--- src/rtl/seven_segment_scan_driver.sv ---
// Purpose: round-robin scan of DIGITS common-anode hex digits with PWM dimming, leading-zero blanking and anti-ghost gap.
// Latency: outputs are registered one cycle behind slot counter, digit index and shadow state.
// Backpressure: none; load is accepted on any cycle and the scan free-runs.
module seven_segment_scan_driver #(
    parameter int DIGITS   = 8,
    parameter int PRESCALE = 50000,
    localparam int IDX_W   = (DIGITS > 1) ? $clog2(DIGITS) : 1
) (
    input  logic                  clk,
    input  logic                  rst,
    input  logic [4*DIGITS-1:0]   value,
    input  logic [DIGITS-1:0]     dots,
    input  logic [DIGITS-1:0]     digit_en,
    input  logic                  load,
    input  logic                  lz_blank,
    input  logic [3:0]            brightness,
    output logic [6:0]            seg,
    output logic                  dp,
    output logic [DIGITS-1:0]     an,
    output logic                  frame_done
);

    localparam int SLICE = PRESCALE / 16;
    localparam int SUB_W = (SLICE > 1) ? $clog2(SLICE) : 1;
    localparam logic [SUB_W-1:0] SUB_LAST = SUB_W'(SLICE - 1);
    localparam logic [IDX_W-1:0] IDX_LAST = IDX_W'(DIGITS - 1);

    // Slot counter is kept as {phase, sub} so phase needs no divider.
    logic [SUB_W-1:0]      sub;
    logic [3:0]            phase;
    logic [IDX_W-1:0]      idx;
    logic [4*DIGITS-1:0]   value_sh;
    logic [DIGITS-1:0]     dots_sh;
    logic [DIGITS-1:0]     en_sh;
    logic [DIGITS-1:0]     blank_sh;
    logic [DIGITS-1:0]     blank_nxt;
    logic                  zero_above;

    logic                  slot_end;
    logic                  cnt_zero;
    logic                  lit;
    logic [3:0]            nib;
    logic [6:0]            seg_dec;
    logic [DIGITS-1:0]     an_nxt;
    logic [6:0]            seg_nxt;
    logic                  dp_nxt;

    logic [DIGITS-1:0]     an_q;
    logic [6:0]            seg_q;
    logic                  dp_q;
    logic                  fd_q;

    assign slot_end = (sub == SUB_LAST) && (phase == 4'd15);
    assign cnt_zero = (sub == '0) && (phase == 4'd0);

    // Blank mask is derived from the incoming value so it lands with the shadow.
    always_comb begin
        blank_nxt  = '0;
        zero_above = 1'b1;
        for (int i = DIGITS - 1; i >= 1; i--) begin
            zero_above   = zero_above && (value[4*i +: 4] == 4'h0);
            blank_nxt[i] = lz_blank && zero_above;
        end
    end

    always_ff @(posedge clk) begin
        if (rst) begin
            sub      <= '0;
            phase    <= 4'd0;
            idx      <= '0;
            value_sh <= '0;
            dots_sh  <= '0;
            en_sh    <= '0;
            blank_sh <= '0;
        end else begin
            if (sub == SUB_LAST) begin
                sub   <= '0;
                phase <= phase + 4'd1;
            end else begin
                sub <= sub + SUB_W'(1);
            end
            if (slot_end) begin
                idx <= (idx == IDX_LAST) ? '0 : idx + IDX_W'(1);
            end
            if (load) begin
                value_sh <= value;
                dots_sh  <= dots;
                en_sh    <= digit_en;
                blank_sh <= blank_nxt;
            end
        end
    end

    assign nib = value_sh[{idx, 2'b00} +: 4];

    always_comb begin
        seg_dec = 7'h7F;
        case (nib)
            4'h0: seg_dec = 7'h01;
            4'h1: seg_dec = 7'h4F;
            4'h2: seg_dec = 7'h12;
            4'h3: seg_dec = 7'h06;
            4'h4: seg_dec = 7'h4C;
            4'h5: seg_dec = 7'h24;
            4'h6: seg_dec = 7'h20;
            4'h7: seg_dec = 7'h0F;
            4'h8: seg_dec = 7'h00;
            4'h9: seg_dec = 7'h04;
            4'hA: seg_dec = 7'h08;
            4'hB: seg_dec = 7'h60;
            4'hC: seg_dec = 7'h31;
            4'hD: seg_dec = 7'h42;
            4'hE: seg_dec = 7'h30;
            4'hF: seg_dec = 7'h38;
            default: seg_dec = 7'h7F;
        endcase
    end

    // Counter value 0 is the anti-ghost gap between digits.
    assign lit = en_sh[idx] && !cnt_zero && (phase <= brightness);

    always_comb begin
        an_nxt  = '1;
        seg_nxt = 7'h7F;
        dp_nxt  = 1'b1;
        if (lit) begin
            an_nxt  = ~(DIGITS'(1) << idx);
            seg_nxt = blank_sh[idx] ? 7'h7F : seg_dec;
            dp_nxt  = ~dots_sh[idx];
        end
    end

    always_ff @(posedge clk) begin
        if (rst) begin
            an_q  <= '1;
            seg_q <= 7'h7F;
            dp_q  <= 1'b1;
            fd_q  <= 1'b0;
        end else begin
            an_q  <= an_nxt;
            seg_q <= seg_nxt;
            dp_q  <= dp_nxt;
            fd_q  <= slot_end && (idx == IDX_LAST);
        end
    end

    assign an         = an_q;
    assign seg        = seg_q;
    assign dp         = dp_q;
    assign frame_done = fd_q;

endmodule

--- config.mk ---
export PLATFORM = sky130hd
export DESIGN_NAME = seven_segment_scan_driver
export DESIGN_NICKNAME = d
export VERILOG_FILES = /design/src/rtl/seven_segment_scan_driver.sv
export SDC_FILE = /design/constraint.sdc
export NUM_CORES = 1
export LEC_CHECK = 0
export CORE_UTILIZATION = 41
export DETAILED_ROUTE_END_ITERATION = 10
export PLACE_DENSITY_LB_ADDON = 0.2
export SYNTH_ARGS = -nofsm -noshare
export SYNTH_HDL_FRONTEND = slang
export SYNTH_SLANG_ARGS = --single-unit
--- constraint.sdc ---
create_clock -name clk -period 2.7 [get_ports clk]
set_input_delay 0.54 -clock clk [delete_from_list [all_inputs] [get_ports clk]]
set_output_delay 0.54 -clock clk [all_outputs]
set_load 0.01 [all_outputs]
==> results of run 1 <==
-- worst paths after layout --
check | to | from
worst max-delay path | seg[3] | idx[0]
worst min-delay path | blank_sh[3] | blank_sh[3]
worst max register to register | seg[3] | idx[0]
worst min register to register | blank_sh[3] | blank_sh[3]
-- cell families after synthesis --
group / Yosys count / synth area share
DFF: 91 / 0.437
xor gates and xnor gates: 13 / 0.0273
AOI/OAI and AO/OA: 26 / 0.0477
adders and majority gates: 20 / 0.0601
and+or+nand+nor: 149 / 0.168
muxes: 71 / 0.213
buffers and inverters: 42 / 0.0465
-- state kept, by name, indices dropped and copies added (netlist names) --
register    cells
dots_sh         8
en_sh           8
phase           4
blank_sh        7
frame_done      1
sub            12
an              8
seg             7
value_sh       32
idx             3
dp              1
-- placed cells by master (no fill, tap or decap), types with 11 or more instances in the layout --
cell type,instances
mux4_2,13
nand2_1,26
nor2_1,75
mux2i_1,56
clkdlybuf4s50_1,70
ha_1,20
dfxtp_1,91
a21oi_1,11
buf_4,13
inv_1,17
-- cell type report --
| cell class | count | share of cell area |
|---|---|---|
| multi-input combinational | 279 | 0.413 |
| timing repair buffer | 85 | 0.155 |
| tap | 133 | 0.0319 |
| sequential | 91 | 0.350 |
| clock inverter | 7 | 0.0132 |
| clock buffer | 9 | 0.0238 |
| inverter | 19 | 0.0137 |
-- metal layers --
metal,track usage,part of all wire
met1,0.229,0.47
met4,0.0813,0.015
met3,0.0312,0.036
met5,0,0
met2,0.302,0.48
-- critical path, cell delays in order, from the launching register on --
cell,delay [ps]
dfxtp_1,340
buf_4,250
mux4_2,560
nand2_1,80
and2_1,140
inv_1,100
ha_1,240
mux2_2,270
nor2_1,80
o21ai_1,70
-- metrics by stage --
step / setup WS (ps) / hold slack [ps]
final: 453 / 470
after detailed placement: 97.2 / 457
after global placement: 157 / 447
after floorplan: 420 / 430
after global routing: 269 / 492
after CTS: 417 / 470
-- power by group --
part	total, uW	switching [uW]	internal, uW
registers	1420	27.4	1390
clock network	906	481	424
logic	299	133	166
==> run_results.csv, run 1 <==
group,metric,value,unit
routing,drt_wl_total,8820,um
critical_path,path_max_fanout,12,
logic_synthesis,yosysMostFrequentCell,"dfxtp_1",
clock_network,htree_levels,3,
timing,setup_tns,0,ps
global_routing,grt_antenna_before_repair,0,
logic_synthesis,synth_edf_count,0,
timing,period_share,0.832,
logic_synthesis,yosysWarnings,0,
logic_synthesis,ys_async_sr_fraction,0,
logic_synthesis,ys_top_cells_by_count,"91 x dfxtp_1, 75 x nor2_1, 56 x mux2i_1, 26 x nand2_1, 20 x ha_1",
cells_and_area,regArea,1820,sq um
placement,gp_congestion,0.833,
floorplan,die-height,103,um
floorplan,die_x,103,um
logic_synthesis,synthDistinctLibCells,48,
critical_path,worstPathArrival,2480,ps
routing,detail_route.iter0.violations,90,
clock_network,clk_pin_slew,90,ps
critical_path,endpoint_kind,"flip-flop",
global_routing,grt_first_pass_wirelength,14400,um
power_and_ir_drop,cellLeakagePower,0.00214,uW
critical_path,startpoint_type,"flip-flop",
timing,max_freq,445,MHz
timing,relSlewSlack,0.560,
clock_network,post_cts_buffers,0,
critical_path,reg2reg_depth,9,
routing,avgViaCountPerCell,5.01,
cells_and_area,final_util,0.531,
logic_synthesis,synth_area_leaders,"dfxtp_1 44%, mux2i_1 13%, mux4_2 7.0%",
placement,place_area,5020,sq um
clock_network,clock_latency,360,ps
cells_and_area,multiInputGateArea,2150,sq um
placement,dp.cells,607,
timing,grt_setup_unrepaired,"no",
logic_synthesis,synth_top_area_frac,0.437,
routing,via_count,3119,
clock_network,cts_tree,"done",
routing,antenna_left,0,
routing,post_drt_wl_per_cell,14.2,um
cells_and_area,drive_gt1_frac,0.116,
clock_network,clock-root-buffer,"clkbuf_8",
clock_network,clk_path_buf_depth,2,
logic_synthesis,synth-main-ff-cell,"dfxtp_1",
logic_synthesis,syn_area_per_cell,10.1,sq um
critical_path,rrSetupSlack,450,ps
run,maxCapViolCount,0,
global_routing,first_global_vias,3024,
clock_network,hold_buffers,0,
status,status,"finished clean",
timing,finalHoldViolations,0,
placement,io_buffers,72,
cells_and_area,stdcell_count,623,
timing,finalSetupViolations,0,
logic_synthesis,ys_seq_area_frac,0.437,
clock_network,clock_sinks,91,
critical_path,critical_path_required,2930,ps
logic_synthesis,ys_ff_latch,91,
clock_network,cts_inserted_buffers,9,
power_and_ir_drop,power,2620,uW
logic_synthesis,synth_cells,412,
floorplan,ios,73,
hold_path,whs_path_depth,2,
power_and_ir_drop,powerDensity,503,nW/um^2
global_routing,grt_usage,0.181,
cells_and_area,fillers,934,
routing,drc_errors,0,
floorplan,row_count,36,
placement,hpwl,6610,um
critical_path,crit_type,"reg2reg",
power_and_ir_drop,ir_drop,0.260,mV
timing,clock_skew,10.4,ps
floorplan,initial_utilization,0.424,
global_routing,grt.overflow.total,0,
logic_synthesis,synth_fp_nets,488,
floorplan,core,9820,sq um
cells_and_area,final_nets,561,
cells_and_area,area_delta_synth_final,25.1,%
timing,period_needed,2250,ps
logic_synthesis,netlist_area,4170,sq um
routing,firstDrtPassIters,4,
timing,slew_violations,0,
hold_path,hold_path.class,"reg2reg",
cells_and_area,diodes,0,
timing,worst_slew_pin_slew,659,ps
cells_and_area,stdcell_area,5210,sq um
floorplan,die_area,10600,sq um
clock_network,cts_resized,0,
global_routing,grt_start_max_net_pins,65,
logic_synthesis,yosys.area.top_type,"dfxtp_1",
No activity file was read; power rests on OpenSTA's default activity.
==> run 2, diff against run 1 <==
==> constraint.sdc (replaced) <==
create_clock -name clk -period 1.8 [get_ports clk]
set_input_delay 0.36 -clock clk [delete_from_list [all_inputs] [get_ports clk]]
set_output_delay 0.36 -clock clk [all_outputs]
set_load 0.01 [all_outputs]
==> run 2 against run 1 <==
Effect of this change:
- the run now ends with setup timing left
- maximum frequency up 15%
- combinational power increased by 89%
- final cell count rose by 8.7%
- via count grew 6.6%
- utilization up 7.1 points
- worst hold slack got worse by 100 ps
- critical path depth down 1
- worst setup slack lost 620 ps
- critical path type unchanged
- largest cell class unchanged
- highest routed layer unchanged
==> run_results.csv, run 2 (synthesis gave the netlist of run 1 again) <==
group,metric,value,unit
status,status,"finished, violations left",
timing,finalHoldViolations,0,
clock_network,clk_pin_slew,90,ps
clock_network,cts_inserted_buffers,9,
critical_path,crit_end,"seg[3]",
routing,drt_wl_total,9760,um
clock_network,hold_buffers,0,
power_and_ir_drop,clockPowerShare,0.341,
global_routing,grt_usage,0.193,
critical_path,startpoint_type,"flip-flop",
power_and_ir_drop,p_switching,983,uW
critical_path,cpPeakStageDelay,550,ps
timing,setup_tns,-934,ps
status,violations,"setup timing",
power_and_ir_drop,sw_frac_of_total,0.241,
cells_and_area,diodes,0,
timing,period_needed,1960,ps
routing,via_count,3325,
cells_and_area,mostFrequentLayoutCell,"dfxtp_1",
timing,period_share,1.09,
critical_path,r2r_end,"seg[3]",
placement,place_area,5430,sq um
critical_path,critical_path_required,2050,ps
critical_path,crit_start,"idx[0]",
power_and_ir_drop,internal_power,3100,uW
critical_path,reg2reg_depth,8,
run,maxCapViolCount,0,
timing,slew_violations,0,
routing,drc_errors,0,
global_routing,grt_start_max_net_pins,49,
routing,post_drt_wl_per_cell,14.4,um
timing,clock_skew,10.3,ps
routing,detail_route.iter0.violations,99,
floorplan,die-height,103,um
placement,io_buffers,72,
floorplan,ios,73,
cells_and_area,layout_common_cells,"88 x dfxtp_1, 73 x nor2_1, 70 x clkdlybuf4s50_1",
hold_path,hold_path.class,"in2reg",
critical_path,crit_family,"multiplexers",
cells_and_area,largest_register,"value_sh",
global_routing,grt_antenna_before_repair,0,
power_and_ir_drop,power_frac_seq,0.520,
cells_and_area,reg_top3,"value_sh (32), sub (12)",
critical_path,critPathSlowestCell,"mux4_2",
timing,finalSetupViolations,13,
timing,grt_setup_unrepaired,"yes",
floorplan,die_x,103,um
global_routing,grt.overflow.total,0,
cells_and_area,fillers,869,
critical_path,rrSetupSlack,-160,ps
clock_network,clock-root-buffer,"clkbuf_8",
floorplan,row_count,36,
critical_path,path_depth,8,
timing,holdWs,368,ps
clock_network,clock_sinks,91,
critical_path,crit_type,"reg2reg",
cells_and_area,stdcell_area,5910,sq um
critical_path,crit_chain,"mux4_2 > nand2_2 > and2_4 > inv_4 > ha_4 > mux2_4 > nor2_4 > o21ai_1",
critical_path,critPathBufInv,1,
critical_path,endpoint_kind,"flip-flop",
floorplan,core,9820,sq um
critical_path,worstPathArrival,2210,ps
timing,max_freq,510,MHz
routing,antenna_left,0,
placement,hpwl,7170,um
power_and_ir_drop,ir_drop,0.404,mV
floorplan,initial_utilization,0.424,
clock_network,clk_path_buf_depth,2,
timing,setup_slack,-162,ps
critical_path,r2r_start,"idx[0]",
clock_network,htree_levels,3,
cells_and_area,area_delta_synth_final,41.8,%
timing,relSlewSlack,0.665,
clock_network,cts_tree,"done",
cells_and_area,final_util,0.602,
cells_and_area,drive_gt1_frac,0.278,
clock_network,clock_latency,350,ps
routing,firstDrtPassIters,7,
power_and_ir_drop,powerDensity,690,nW/um^2
floorplan,die_area,10600,sq um
critical_path,path_max_fanout,6,
power_and_ir_drop,combPwrFrac,0.139,
routing,avgViaCountPerCell,4.91,
placement,gp_congestion,0.785,
power_and_ir_drop,cellLeakagePower,0.00243,uW
cells_and_area,final_nets,615,
cells_and_area,largest_register_ffs,32,
timing,worst_slew_pin_slew,502,ps
global_routing,first_global_vias,3297,
global_routing,grt_first_pass_wirelength,15400,um
==> run 2: cell count changes in the layout (fill, tap and decap cells not counted), sizes merged <==
cell	change
clkbuf	+2
buf	+54
clkinv	-2
==> run 2: power groups by stage <==
| stage | clock, uW | combinational [uW] | sequential, uW |
|---|---|---|---|
| 2_1_floorplan | 0 | 265 | 2160 |
| 3_3_place_gp | 0 | 502 | 2170 |
| 3_5_place_dp | 0 | 511 | 2170 |
| 4_1_cts | 1440 | 534 | 2120 |
| 5_1_grt | 1510 | 616 | 2130 |
| 6_report | 1390 | 566 | 2120 |
==> run 2: routing by layer <==
| layer | GRT usage | up-vias | part of all wire |
|---|---|---|---|
| met1 | 0.239 | 1581 | 0.43 |
| met3 | 0.0407 | 8 | 0.041 |
| met2 | 0.337 | 64 | 0.51 |
| li1 | - | 1672 | - |
| met5 | 0 | - | 0 |
| met4 | 0.0563 | 0 | 0.013 |
==> run 2: cell type report <==
| cell class | instances | area, sq um | share of cell area |
|---|---|---|---|
| sequential | 91 | 1830 | 0.310 |
| inverter | 19 | 73.8 | 0.0125 |
| clock inverter | 5 | 62.6 | 0.0106 |
| clock buffer | 11 | 141 | 0.0239 |
| multi-input combinational | 279 | 2360 | 0.400 |
| tap | 133 | 166 | 0.0282 |
| timing repair buffer | 139 | 1270 | 0.215 |
==> run 2: worst register-to-register path: cells and delay by family, from the launching register on <==
family,cells,cell delay [ps]
buf+inv,1,60
mux,2,840
simple gates,3,330
compound gates,1,50
fa+ha+maj,1,160
flops,1,420
==> run 2: what timing repair did <==
| item | in CTS | in global routing |
|---|---|---|
| resized for setup | 19 | 31 |
| setup buffers | 9 | 1 |
| gates cloned | 0 | 2 |
| setup endpoints to repair | 16 | 30 |
| pin swaps | 7 | 1 |
==> run 2: worst min path at each step <==
stage	start	end	cells after the start
after global routing	load	value_sh[12]	3
after CTS	load	value_sh[12]	3
after global placement	blank_sh[6]	blank_sh[6]	2
after detailed placement	blank_sh[6]	blank_sh[6]	2
final	load	value_sh[12]	3
after floorplan	sub[0]	sub[0]	1
==> run 2: stage by stage <==
| step | setup WS (ps) | power, uW | instances |
|---|---|---|---|
| after global placement | -442 | 2670 | 649 |
| after CTS | -146 | 4090 | 674 |
| after global routing | -242 | 4260 | 677 |
| after detailed placement | -476 | 2680 | 649 |
| after floorplan | -246 | 2430 | 412 |
| final | -162 | 4080 | 677 |
==> run 3, diff against run 2 <==
--- a/config.mk
+++ b/config.mk
@@ -5,6 +5,7 @@
 export SDC_FILE = /design/constraint.sdc
 export NUM_CORES = 1
 export LEC_CHECK = 0
+export CAP_MARGIN = 20
 export CORE_UTILIZATION = 41
 export DETAILED_ROUTE_END_ITERATION = 10
 export PLACE_DENSITY_LB_ADDON = 0.2
==> results of run 3 <==
Final layout, timing and power as in run 2 (identical DEF).
==> variant: new RTL, settings of run 1 <==
Change the parameter `PRESCALE` from 50000 to 25000.
--- a/src/rtl/seven_segment_scan_driver.sv
+++ b/src/rtl/seven_segment_scan_driver.sv
@@ -4,5 +4,5 @@
 module seven_segment_scan_driver #(
     parameter int DIGITS   = 8,
-    parameter int PRESCALE = 50000,
+    parameter int PRESCALE = 25000,
     localparam int IDX_W   = (DIGITS > 1) ? $clog2(DIGITS) : 1
 ) (
Function: no difference found for any inputs over 10 cycles, from zero or initial values and one cycle with rst high; that may be too few to reach the edited logic, so the function may still have changed.
==> variant against run 1 <==
Design area fell by 0.67%; sequential cell count fell by 1; area after synthesis fell by 1.7%; wire length fell by 3.3%; synthesized cell count fell by 1.9%; worst setup slack got worse by 110 ps; die area fell by 1.7%; critical path depth fell by 1; total power rose by 3.1%.
==> variant: results (changes against run 1) <==
| Metric | Value |
|---|---|
| Status | complete, no violations (unchanged) |
| Global-route wire length before repair | 14.0 mm (was 14.4 mm) |
| Post-synth cell types | 46 (was 48) |
| Fin nets | 553 (was 561) |
| Root buffer selected by CTS | clkbuf_8 (unchanged) |
| Via/cell ratio | 4.90 (was 5.01) |
| Layout Skew | 13.2 ps (was 10.4 ps) |
| Crit-path max cell delay | 450 ps (was 560 ps) |
| Sum of net half-perimeters after detailed placement | 6.14 mm (was 6.61 mm) |
| Most instantiated flip-flop cell in the synthesis netlist | dfxtp_1 (unchanged) |
| Final hold violation count | 0 (unchanged) |
| Clock latency on the worst-skew pair | 350 ps |
| Top post-synthesis cells by area | dfxtp_1 44%, mux2i_1 14%, mux4_2 7.1%, nor2_1 6.8%, ha_1 6.4% (was dfxtp_1 44%, mux2i_1 13%, mux4_2 7.0%, nor2_1 6.8%, ha_1 6.0%) |
| Via count of the first global-routing pass | 2907 (was 3024) |
| Compound-Gate Fraction of Synth Area | 0.0361 (was 0.0477) |
| Number of antenna violations at the first check in global routing | 0 (unchanged) |
| Filler Cell Count | 908 (was 934) |
| Synthesized-area fraction occupied by adder cells | 0.0642 (was 0.0601) |
| Global placement routability congestion | 0.788 (was 0.833) |
| VDD IR max | 0.252 mV (was 0.260 mV) |
| Fraction of synthesized cell area in xor and xnor cells | 0.0257 (was 0.0273) |
| Net Count, Synth | 481 (was 488) |
| Placed cells | 598 (was 607) |
| Worst slack, placed | -7.72 ps (was 97.2 ps) |
| Slew @ Worst Pin | 852 ps (was 659 ps) |
| Proportion of register bits with asynchronous set or reset after synthesis | 0 (unchanged) |
| Layout Cells excl Fill | 614 (was 623) |
| Share of layout cells above drive strength 1 | 0.108 (was 0.116) |
| Number of antenna cells inserted | 0 (unchanged) |
| Detail-routed net length per standard cell | 13.9 um (was 14.2 um) |
| Post-detailed-placement cell area | 4960 um2 (was 5020 um2) |
| Ranking of synthesized cells by instance count | 90 x dfxtp_1, 74 x nor2_1, 58 x mux2i_1 (was 91 x dfxtp_1, 75 x nor2_1, 56 x mux2i_1) |
| Largest net degree at the start of global routing | 65 (unchanged) |
| Critical path data required time | 2910 ps (was 2930 ps) |
| Portion of the post-synthesis area used by sequential elements | 0.440 (was 0.437) |
| Reg clk slew, reported paths | 80 ps |
| Global router's overall resource usage | 0.174 (was 0.181) |
| Drt initial violations | 68 (was 90) |
| Cell leakage power | 2.15 nW (was 2.14 nW) |
| Mux share of post-synthesis cell area | 0.227 (was 0.213) |
| Slowest cell on the critical path | clkdlybuf4s50_1 (was mux4_2) |
| Largest registers | value_sh x32, sub x11 (was value_sh x32, sub x12) |
| Cell count after synthesis | 404 (was 412) |
| Maximum fanout along the worst path | 7 (was 12) |
[variant: cell types whose count changed in the layout (fill, tap and decap cells not counted), moves of 3 or more]
cell and change:
xor2_1 -4, a22oi_1 +3, nand3_1 +4, o211ai_2 -3
o21ai_1 -3, xnor2_1 +3, a21oi_1 -4, buf_4 -3
[variant: critical path: cells and delay by family]
family	cells	cell delay (ps)
AOI/OAI and AO/OA	4	860
buffers and inverters	2	490
and+or+nand+nor	1	350
adders and majority gates	1	320
[variant: cell type report]
| class | count | area, um2 | share of cell area |
|---|---|---|---|
| multi-input cells | 273 | 2130 | 0.411 |
| well taps | 133 | 166 | 0.0321 |
| clock buffers | 10 | 128 | 0.0247 |
| inverters | 20 | 75.1 | 0.0145 |
| clock inverters | 6 | 90.1 | 0.0174 |
| repair buffers | 82 | 786 | 0.152 |
| flip-flops and latches | 90 | 1800 | 0.348 |
[variant: power breakdown]
group,total [mW],switching (mW),internal [mW]
clock,1.00,0.478,0.525
sequential,1.41,0.0290,1.38
combinational,0.295,0.129,0.167
total,2.70,0.636,2.07
[variant: cell families (layout without fill, tap and decap cells)]
kind of cell | count (synthesis) | after routing
and+or+nand+nor | 144 | 144
DFF | 90 | 90
muxes | 75 | 75
buffers and inverters | 41 | 118
adders and majority gates | 21 | 21
AOI/OAI and AO/OA | 21 | 21
xor gates and xnor gates | 12 | 12
[variant: worst paths after layout]
check,from,end,slack [ps],cells after the start
setup reg to reg,idx[0],seg[3],440,8
setup / recovery,brightness[2],seg[4],340,8
hold / removal,blank_sh[3],blank_sh[3],470,2
hold reg to reg,blank_sh[3],blank_sh[3],470,2
[variant: metal layers]
layer,vias up,GRT usage,wire (um)
met5,-,0,0
met4,0,0.0495,69
met3,6,0.0363,279
met2,53,0.286,4020
met1,1413,0.233,4170
li1,1538,-,-
